`config.mk`:
```
export PLATFORM = sky130hd
export DESIGN_NAME = cordic_seq_ctrl
export DESIGN_NICKNAME = d
export VERILOG_FILES = /design/src/rtl/cordic_seq_ctrl_pkg.sv /design/src/rtl/cordic_seq_ctrl_cntr.sv /design/src/rtl/cordic_seq_ctrl.sv
export SDC_FILE = /design/constraint.sdc
export NUM_CORES = 1
export LEC_CHECK = 0
export CORE_AREA = 4 4 41 43
export DETAILED_ROUTE_END_ITERATION = 10
export DIE_AREA = 0 0 45 47
export HOLD_SLACK_MARGIN = 0.08
export MAX_ROUTING_LAYER = met4
export PLACE_DENSITY = 0.58
export SLEW_MARGIN = 20
export SYNTH_ARGS = -nofsm -noshare
export SYNTH_HDL_FRONTEND = slang
export SYNTH_SLANG_ARGS = --single-unit
```
`constraint.sdc`:
```
create_clock -name clk -period 3 [get_ports clk]
set_input_delay 0.6 -clock clk [delete_from_list [all_inputs] [get_ports clk]]
set_output_delay 0.6 -clock clk [all_outputs]
set_load 0.02 [all_outputs]
```
`src/rtl/cordic_seq_ctrl_pkg.sv`:
```
// Shared encodings for the CORDIC sequencer: FSM states, mode values, default sizing.
package cordic_seq_ctrl_pkg;

    typedef enum logic [1:0] {
        S_IDLE = 2'd0,
        S_LOAD = 2'd1,
        S_ITER = 2'd2,
        S_DONE = 2'd3
    } state_t;

    localparam logic MODE_ROT = 1'b0;
    localparam logic MODE_VEC = 1'b1;

    localparam int DEF_RNDW    = 4;
    localparam int DEF_NROUNDS = 16;

endpackage

```
`src/rtl/cordic_seq_ctrl_cntr.sv`:
```
// Round counter for the CORDIC sequencer; increment wins over clear.
module cntr #(
    parameter int rndw = 4
) (
    input  logic            clk,
    input  logic            clr,
    input  logic            c_up,
    output logic [rndw-1:0] q
);

    always_ff @(posedge clk) begin
        if (c_up)
            q <= q + rndw'(1);
        else if (clr)
            q <= '0;
    end

endmodule

```
`src/rtl/cordic_seq_ctrl.sv`:
```
// Job sequencer for the iterative CORDIC datapath: accept, load, NROUNDS micro-rotations,
// then hold the result until the consumer takes it.
module cordic_seq_ctrl
    import cordic_seq_ctrl_pkg::*;
#(
    parameter int RNDW    = DEF_RNDW,
    parameter int NROUNDS = DEF_NROUNDS
) (
    input  logic            clk,
    input  logic            clr,
    input  logic            start_vld,
    output logic            start_rdy,
    input  logic            mode_in,
    input  logic            abort,
    output logic            ld,
    output logic            it_en,
    output logic [RNDW-1:0] rnd,
    output logic            mode,
    output logic            out_vld,
    input  logic            out_rdy
);

    if (NROUNDS < 1 || NROUNDS > (1 << RNDW)) begin : g_bad_nrounds
        $error("cordic_seq_ctrl: NROUNDS must be in 1..2**RNDW");
    end

    localparam logic [RNDW-1:0] LAST = RNDW'(NROUNDS - 1);

    state_t state, state_nxt;
    logic   c_clr, c_up;

    cntr #(.rndw(RNDW)) u_cntr (
        .clk  (clk),
        .clr  (c_clr),
        .c_up (c_up),
        .q    (rnd)
    );

    always_ff @(posedge clk) begin
        if (clr)
            state <= S_IDLE;
        else
            state <= state_nxt;
    end

    always_ff @(posedge clk) begin
        if (clr)
            mode <= MODE_ROT;
        else if (state == S_IDLE && start_vld)
            mode <= mode_in;
    end

    always_comb begin
        state_nxt = state;
        start_rdy = 1'b0;
        ld        = 1'b0;
        it_en     = 1'b0;
        out_vld   = 1'b0;
        c_up      = 1'b0;
        c_clr     = 1'b0;
        case (state)
            S_IDLE: begin
                start_rdy = 1'b1;
                if (start_vld) begin
                    state_nxt = S_LOAD;
                    c_clr     = 1'b1;
                end
            end
            S_LOAD: begin
                ld        = 1'b1;
                state_nxt = S_ITER;
            end
            S_ITER: begin
                it_en = 1'b1;
                c_up  = 1'b1;
                if (rnd == LAST)
                    state_nxt = S_DONE;
            end
            S_DONE: begin
                out_vld = 1'b1;
                if (out_rdy)
                    state_nxt = S_IDLE;
            end
            default: state_nxt = S_IDLE;
        endcase
        // Abort drops the job; the counter must never see up and clear together.
        if (abort && state != S_IDLE) begin
            state_nxt = S_IDLE;
            c_up      = 1'b0;
            c_clr     = 1'b1;
        end
        if (clr) begin
            state_nxt = S_IDLE;
            c_up      = 1'b0;
            c_clr     = 1'b1;
            start_rdy = 1'b0;
            ld        = 1'b0;
            it_en     = 1'b0;
            out_vld   = 1'b0;
        end
    end

endmodule

```
==> summary.md, run 1 <==
| Metric | Value |
|---|---|
| Outcome | completed |
| Final Hold Fails | 0 |
| Initial antenna violation count | 0 |
| Synthesis-stage register bit count | 7 |
| Mapped Cells | 45 |
| CTS sink cnt | 7 |
| Synth async-reset ratio | 0 |
| Storage cell area | 180 µm² |
| Core Region | 1300 µm² |
| Share of cells above drive strength 1 | 0.0794 |
| Crit-path leading delay family | buffers and inverters |
| First-pass GRT wire length | 1.37 mm |
| Area Overhead vs Synth | 40.8% |
| Pint | 0.000339 W |
| Max clock buf depth | 2 |
| Routed Wire Length | 836 µm |
| Fin cells | 78 |
| Max Cap Viol | 0 |
| Synth cell types | 19 |
| Synth area leader | edfxtp_1 |
| WL/cell | 10.7 µm |
| Sequential Power Share | 0.320 |
| Area used by multi-input combinational logic | 255 µm² |
| I/O pins | 15 |
| Routability Congestion | 0.729 |
| Worst endpoint data arrival time | 1.88 ns |
| Power share of the combinational group | 0.526 |
| Root buf cell | clkbuf_4 |
| Starting Density | 0.349 |
| Inserted Clock Buffers | 3 |
| Worst setup path category | in -> out |
| Sw Ratio | 0.390 |
| Ant diodes | 0 |
| Vias/cell | 4.58 |
| Slew Viols, Final | 0 |
| Critical path launch point type | primary input |
| Worst slew pin tran | 0.287 ns |
| Worst slew margin | 0.808 |
| Clock power frac | 0.154 |
| Setup TNS | 0 ns |
| Cts-stage hold buffer count | 0 |
| CTS H-tree lvls | 1 |
| Setup ws final | 0.521 ns |
| Ys Warns | 0 |
| Syn nets | 57 |
| NetSw | 0.000217 W |
| Yosys top cell area share | 0.264 |
| TritonCTS clock tree | yes |
| Number of synthesized flops with an enable pin | 4 |
| Pwr/cell area | 870 nW/µm² |
| Ys flop type | edfxtp_1 |
| Skew-Pair Late Insertion Delay | 0.25 ns |
| Leading cell type by number of instances after synthesis | ha_1 |
| Crit path largest cell delay | 0.61 ns |
| Dpl ws | 0.508 ns |
| Total track usage | 0.0953 |
| Mapped Area | 454 µm² |
| Tmin final | 2.48 ns |
| Die Span Y | 47 µm |
| Final Cycle Share | 0.826 |
| Worst R2R Path Depth | 5 |
| CP max-delay cell | clkdlybuf4s50_1 |
| Largest net degree at the start of global routing | 8 |
| Final net count | 76 |
| # rows | 13 |
| Vias in the first global route | 343 |
| Ranking of synthesized cells by area | edfxtp_1 26%, ha_1 17%, dfxtp_1 13%, nor2b_1 5.5%, o211ai_1 5.0% |
| Post-DP HPWL | 690 µm |
| Grt total ovfl | 0 |
| RSZ-0062 raised after global routing | no |
| Power Total | 0.000556 W |
| Worst path bufs/invs | 2 |
| Crit Path Max Fanout | 7 |
| Number of routed nets with antenna violations | 0 |
| Highest Clock Rate | 0.403 GHz |
| Hold Crit Depth | 2 |
| Post-CTS sizing | 0 |
| Iter 0 DRT Violations | 4 |
| Number of I/O port buffers | 14 |
| Sequential element share of the synthesized area | 0.397 |
| Post-CTS setup buffer count | 0 |
| Min-Delay Path Class | reg -> reg |
| Top cell by count, worst path | clkdlybuf4s50_1 |
| Placed cell count | 74 |
| Fill count | 134 |
| CP required | 2.40 ns |
| Die X | 45 µm |
| Crit path depth | 3 |
| Worst IR Drop VDD | 425 µV |
| Die Area | 2120 µm² |
| Via count | 357 |
| Reg clk slew, reported paths | 0.05 ns |
| Mapped Avg Cell Area | 10.1 µm² |
| CP endpoint kind | primary output |
| DRC viols | 0 |
| Finish-stage setup viols | 0 |
| First-pass DRT Iterations | 2 |
| Top post-synthesis cells by count | 6 x ha_1, 5 x inv_1, 4 x edfxtp_1, 4 x nor2_1, 4 x nor2b_1 |
| Clock skew | 0.00216 ns |
| Cell Chain, Critical Path | clkdlybuf4s50_1 > nor2_1 > clkdlybuf4s50_1 |
| Pleak | 0.274 nW |
[stage by stage]
| stage | instance area (µm²) | util | hold slack [ns] |
|---|---|---|---|
| 2_1_floorplan | 454 | - | 0.511 |
| 3_3_place_gp | 613 | 0.471 | 0.453 |
| 3_5_place_dp | 613 | 0.471 | 0.457 |
| 4_1_cts | 639 | 0.491 | 0.465 |
| 5_1_grt | 639 | 0.491 | 0.489 |
| 6_report | 639 | 0.491 | 0.463 |
[worst paths after layout]
check	startpoint	endpoint	slack, ns
max	clr	start_rdy	0.52
max reg2reg	state[0]	u_cntr.q[0]	1.37
min reg2reg	mode	mode	0.46
min	mode	mode	0.46
[worst reg2reg max path: stages (launching register included)]
cell      delay [ns]
dfxtp_1         0.34
inv_1           0.11
ha_1            0.29
inv_1           0.08
a21oi_1         0.28
nand3b_1        0.24
[registers in the layout, indices dropped and copies added, names as in the netlist]
register and flops:
u_cntr.q 4, mode 1, state 2
[layout by cell type, fill, tap and decap left out, types with 2 or more instances in the layout]
cell type,n
clkbuf_4,3
clkdlybuf4s50_1,14
ha_1,6
nor2b_1,4
dfxtp_1,3
inv_1,5
nor2_1,4
nand2_1,2
edfxtp_1,4
a21oi_1,2
nand3_1,3
o211ai_1,3
[cells by family after synthesis]
family | Yosys count | synth area share
DFF | 7 | 0.397
buffers and inverters | 5 | 0.0413
muxes | 1 | 0.0220
adders and majority gates | 6 | 0.165
xor gates and xnor gates | 2 | 0.0386
AOI/OAI and AO/OA | 7 | 0.121
and+or+nand+nor | 17 | 0.215
[metal layers]
layer  global-route usage  vias to the layer above  share of wire
li1                     -                      192              -
met1               0.0974                      156           0.42
met2                0.158                        9           0.50
met3               0.0690                        0          0.083
met4                    0                        0              0
met5                    -                        -              0
[power by group through the flow]
stage | Combinational [W] | Sequential (W) | Clock, W
5_1_grt | 0.000319 | 0.000186 | 0.0000969
6_report | 0.000293 | 0.000178 | 0.0000854
3_3_place_gp | 0.000295 | 0.000182 | 0
2_1_floorplan | 0.000160 | 0.000206 | 0
4_1_cts | 0.000297 | 0.000180 | 0.0000890
3_5_place_dp | 0.000295 | 0.000182 | 0
[area by class of cell]
type | count | share of cell area
Clock buffer | 4 | 0.0411
Timing Repair Buffer | 14 | 0.219
Multi-Input combinational cell | 33 | 0.399
Tap cell | 15 | 0.0294
Inverter | 5 | 0.0294
Sequential cell | 7 | 0.282
Power figures use the tool's default switching activity.
==> run 2: changes to the inputs <==
clock period = 2.3 ns   (was 3 ns; I/O delays follow)
==> run 2 against run 1 <==
Non-clock buffer count grew 1. Combinational power grew 31%. Sequential cell count is the same. Count of clock-buffer cells in the layout is the same. Highest routed layer is now met4. Die area is the same. Clock power grew 30%. Final area grew 2.0%. Cell count grew 1.3%.
==> summary.md, run 2 (synthesis gave the netlist of run 1 again) <==
| Metric | Value |
|---|---|
| Outcome | completed |
| CTS H-tree lvls | 1 |
| NetSw | 0.000287 W |
| Share of cells above drive strength 1 | 0.109 |
| Via count | 369 |
| Routed Wire Length | 894 µm |
| Worst R2R Path Depth | 5 |
| Routability Congestion | 0.722 |
| Crit Path Max Fanout | 6 |
| Number of routed nets with antenna violations | 0 |
| Finish-stage setup viols | 0 |
| Vias/cell | 4.67 |
| Post-CTS setup buffer count | 0 |
| Reg clk slew, reported paths | 0.05 ns |
| Crit path largest cell delay | 0.61 ns |
| Power share of the combinational group | 0.526 |
| Pleak | 0.290 nW |
| Crit-path leading delay family | buffers and inverters |
| R2R setup slack | 0.76 ns |
| Biggest register | u_cntr.q |
| Min-Delay Path Class | reg -> reg |
| Core Region | 1300 µm² |
| DRC viols | 0 |
| Largest net degree at the start of global routing | 8 |
| Max Cap Viol | 0 |
| CTS sink cnt | 7 |
| Fill count | 138 |
| Commonest cells after routing, fill and taps aside | 13 x clkdlybuf4s50_1, 5 x inv_1, 5 x ha_1 |
| Final net count | 77 |
| Area Overhead vs Synth | 43.5% |
| Clock power frac | 0.152 |
| CP max-delay cell | clkdlybuf4s50_1 |
| TritonCTS clock tree | yes |
| CP endpoint kind | primary output |
| Worst IR Drop VDD | 559 µV |
| Post-DP HPWL | 742 µm |
| Tmin final | 2.18 ns |
| Worst path bufs/invs | 2 |
| Grt total ovfl | 0 |
| Sw Ratio | 0.393 |
| Slew Viols, Final | 0 |
| Skew-Pair Late Insertion Delay | 0.25 ns |
| Max clock buf depth | 2 |
| R2r startpoint | state[1] |
| Worst Setup EP | it_en |
| Pint | 0.000444 W |
| WHS | 0.455 ns |
| Initial antenna violation count | 0 |
| Worst setup path category | reg -> out |
| Die Area | 2120 µm² |
| Total track usage | 0.101 |
| Vias in the first global route | 332 |
| CP required | 1.84 ns |
| Die X | 45 µm |
| Pwr/cell area | 1120 nW/µm² |
| Inserted Clock Buffers | 3 |
| Final Cycle Share | 0.949 |
| Cell Chain, Critical Path | inv_1 > ha_1 > nor2b_1 > clkdlybuf4s50_1 |
| RSZ-0062 raised after global routing | no |
| Worst Setup SP | state[0] |
| Die Span Y | 47 µm |
| First-pass DRT Iterations | 2 |
| Root buf cell | clkbuf_4 |
| Sequential Power Share | 0.321 |
| Worst reg2reg endpoint | u_cntr.q[0] |
| Ant diodes | 0 |
| I/O pins | 15 |
| Worst slew pin tran | 0.281 ns |
| Final Hold Fails | 0 |
| # rows | 13 |
| Setup TNS | 0 ns |
| Commonest non-fill, non-tap cell in the layout | clkdlybuf4s50_1 |
| Critical path launch point type | register |
| Worst endpoint data arrival time | 1.72 ns |
| Iter 0 DRT Violations | 4 |
| Number of I/O port buffers | 14 |
| Worst slew margin | 0.812 |
| Top Registers | u_cntr.q (4), state (2), mode (1) |
| Layout Utilization | 0.501 |
| Max reg flops | 4 |
| First-pass GRT wire length | 1.39 mm |
| Clock skew | 0.00119 ns |
| WL/cell | 11.3 µm |
| Crit path depth | 4 |
| Starting Density | 0.349 |
| Highest Clock Rate | 0.458 GHz |
==> run 2: cell types whose count changed in the layout (fill, tap and decap cells not counted) <==
cell,previous run,this run
clkdlybuf4s50_1,14,13
ha_2,0,1
buf_4,0,1
ha_1,6,5
dlymetal6s2s_1,0,1
==> run 2: area by class of cell <==
class / count / area [µm²] / share of cell area
Sequential cell: 7 / 180 / 0.276
Timing Repair Buffer: 15 / 150 / 0.230
Inverter: 5 / 18.8 / 0.0288
Multi-Input combinational cell: 33 / 258 / 0.395
Tap cell: 15 / 18.8 / 0.0288
Clock buffer: 4 / 26.3 / 0.0403
==> run 2: layer usage <==
metal / track usage / vias to the layer above / routed length (µm)
met5: - / - / 0
met4: 0.0702 / 0 / 8
met3: 0.0345 / 2 / 46
met2: 0.161 / 6 / 427
met1: 0.104 / 165 / 411
li1: - / 196 / -
==> run 2: power by group through the flow <==
| stage | Clock, W | Sequential [W] | Combinational, W |
|---|---|---|---|
| 2_1_floorplan | 0 | 0.000268 | 0.000208 |
| 3_5_place_dp | 0 | 0.000238 | 0.000388 |
| 4_1_cts | 0.000116 | 0.000236 | 0.000389 |
| 5_1_grt | 0.000125 | 0.000243 | 0.000425 |
| 3_3_place_gp | 0 | 0.000237 | 0.000388 |
| 6_report | 0.000111 | 0.000235 | 0.000385 |
==> run 2: repair_timing <==
action,in CTS,in global routing
setup endpoints to repair,0,1
gates resized for setup,0,2
hold buffers,0,0
==> run 2: worst min path at each step <==
stage	startpoint	end	slack [ns]	cells after the start
final	mode	mode	0.46	2
after global routing	mode	mode	0.48	2
after CTS	mode	mode	0.46	2
after detailed placement	mode	mode	0.45	2
after global placement	mode	mode	0.44	2
after floorplan	state[1]	state[1]	0.51	2
==> run 2: worst min-delay path, cell delays in order (launching register included) <==
cell and delay [ns]:
dfxtp_1 0.31, nand2_1 0.05, a21oi_1 0.05
==> run 2: through the flow <==
step	setup WS, ns	instances	area [µm²]	total power (W)
after floorplan	0.830	45	454	0.000477
after global placement	0.125	75	621	0.000625
after detailed placement	0.124	75	621	0.000626
after CTS	0.0386	79	647	0.000741
after global routing	0.000796	79	652	0.000792
final	0.117	79	652	0.000731
==> run 3: changes to the inputs <==
ABC_AREA = 1   (was default)
PLACE_DENSITY = 0.59   (was 0.58)
==> run 3 against run 2 <==
Sequential power shrank 8%. Largest cell class unchanged. Critical path depth shrank 1. Clock power is essentially flat. Clock skew grew 0.0046 ns. Utilization shrank 0.67 points. First-iteration DRC count is the same. Final area shrank 1.3%. Die area is the same. Sequential cell count is the same.
==> summary.md, run 3 <==
| Metric | Value |
|---|---|
| Power Total | 0.000675 W |
| Ranking of synthesized cells by area | edfxtp_1 26%, ha_1 16%, dfxtp_1 13%, inv_1 8.2%, nor2_1 7.4% |
| Tmin final | 2.21 ns |
| R2R setup slack | 0.88 ns |
| Number of routed nets with antenna violations | 0 |
| Share of cells above drive strength 1 | 0.108 |
| Via count | 376 |
| Skew-Pair Late Insertion Delay | 0.25 ns |
| Dpl ws | 0.0840 ns |
| Synthesis-stage register bit count | 7 |
| Core Region | 1300 µm² |
| CTS sink cnt | 7 |
| Top Registers | u_cntr.q (4), state (2), mode (1) |
| Commonest non-fill, non-tap cell in the layout | clkdlybuf4s50_1 |
| Final Cycle Share | 0.963 |
| Highest Clock Rate | 0.452 GHz |
| Worst endpoint data arrival time | 1.75 ns |
| Post-CTS setup buffer count | 0 |
| Setup TNS | 0 ns |
| Mapped Area | 458 µm² |
| Clock skew | 0.00576 ns |
| Iter 0 DRT Violations | 4 |
| Final Hold Fails | 0 |
| Finish-stage setup viols | 0 |
| Vias in the first global route | 343 |
| Worst slew pin tran | 0.255 ns |
| Die Area | 2120 µm² |
| Fill count | 142 |
| Worst slew margin | 0.829 |
| Leading cell type by number of instances after synthesis | inv_1 |
| Min-Delay Path Class | reg -> reg |
| R2r startpoint | state[1] |
| TritonCTS clock tree | yes |
| Crit Path Max Fanout | 6 |
| Worst IR Drop VDD | 516 µV |
| Post-DP HPWL | 686 µm |
| Ant diodes | 0 |
| Worst R2R Path Depth | 5 |
| Ys flop type | edfxtp_1 |
| Routability Congestion | 0.729 |
| Cts-stage hold buffer count | 0 |
| Critical path launch point type | primary input |
| Number of synthesized flops with an enable pin | 4 |
| DRC viols | 0 |
| Pleak | 0.277 nW |
| Initial antenna violation count | 0 |
| # rows | 13 |
| WL/cell | 9.25 µm |
| Final net count | 87 |
| Max reg flops | 4 |
| Commonest cells after routing, fill and taps aside | 14 x clkdlybuf4s50_1, 10 x inv_1, 9 x nor2_1, 8 x nand2_1, 6 x ha_1 |
| Starting Density | 0.352 |
| CP required | 1.84 ns |
| Synth area leader | edfxtp_1 |
| Area Overhead vs Synth | 40.4% |
| Biggest register | u_cntr.q |
| First-pass GRT wire length | 1.45 mm |
| Die Span Y | 47 µm |
| Grt total ovfl | 0 |
| WHS | 0.462 ns |
| Root buf cell | clkbuf_4 |
| Sequential element share of the synthesized area | 0.393 |
| Ys Warns | 0 |
| RSZ-0062 raised after global routing | no |
| Max clock buf depth | 2 |
| Final Instance Area | 643 µm² |
| Routed Wire Length | 823 µm |
| Top post-synthesis cells by count | 10 x inv_1, 9 x nor2_1, 8 x nand2_1 |
| Synth cell types | 16 |
| Worst Setup SP | clr |
| Inserted Clock Buffers | 3 |
| Slew Viols, Final | 0 |
| Die X | 45 µm |
| Pwr/cell area | 1050 nW/µm² |
| Largest net degree at the start of global routing | 7 |
| Syn nets | 68 |
| Yosys top cell area share | 0.262 |
| Vias/cell | 4.22 |
| Number of I/O port buffers | 14 |
| Post-CTS sizing | 0 |
| CTS H-tree lvls | 1 |
| CP endpoint kind | primary output |
| Total track usage | 0.104 |
| Mapped Avg Cell Area | 8.18 µm² |
| Worst Setup EP | it_en |
| Max Cap Viol | 0 |
| Mapped Cells | 56 |
| Area after DPL | 617 µm² |
| Worst reg2reg endpoint | u_cntr.q[1] |
| Setup ws final | 0.0854 ns |
| First-pass DRT Iterations | 3 |
| Worst setup path category | in -> out |
| Synth async-reset ratio | 0 |
| Reg clk slew, reported paths | 0.05 ns |
| I/O pins | 15 |
| Outcome | completed |
-- run 3: cell types whose count changed after synthesis, sizes merged, moves of 2 or more --
cell    delta
nor2b      -5
nand3      +2
inv        +6
nor2       +5
a21oi      +3
nand2      +7
o211ai     -3
or2        +2
-- run 3: power by group --
part	internal, W	switching (W)
Combinational	0.000155	0.000195
Clock	0.0000660	0.0000427
Sequential	0.000180	0.0000365
-- run 3: how the worst min path moves through the flow --
stage / to / from / depth (start not counted)
after floorplan: state[0] / state[0] / 2
after detailed placement: mode / mode / 2
after CTS: mode / mode / 2
after global routing: mode / mode / 2
final: mode / mode / 2
after global placement: mode / mode / 2
-- run 3: metrics by stage --
stage | utilization | instances
after floorplan | - | 56
after global placement | 0.474 | 85
after detailed placement | 0.474 | 85
after CTS | 0.494 | 89
after global routing | 0.494 | 89
final | 0.494 | 89
-- run 3: layout make-up --
class                      instances  area (µm²)  share of cell area
timing repair buffer              14         140               0.218
tap                               15        18.8              0.0292
clock buffer                       4        26.3              0.0409
inverter                          11        41.3              0.0642
sequential                         7         180               0.280
multi-input combinational         38         236               0.368
-- run 3: cells by family after synthesis --
logic type | share of synthesized area
AOI/OAI and AO/OA | 0.0984
xor gates and xnor gates | 0.0191
adders and majority gates | 0.164
buffers and inverters | 0.0902
DFF | 0.393
and+or+nand+nor | 0.235
-- run 3: layer usage --
metal | track usage | share of wire | vias up | wire length (µm)
met3 | 0.0690 | 0.079 | 2 | 65
met2 | 0.127 | 0.42 | 8 | 345
li1 | - | - | 215 | -
met4 | 0.0526 | 0.013 | 0 | 11
met5 | - | 0 | - | 0
met1 | 0.128 | 0.49 | 151 | 400
-- run 3: worst max-delay path, stage by stage --
cell	delay, ns
clkdlybuf4s50_1	0.53
nor2_1	0.16
clkdlybuf4s50_1	0.61
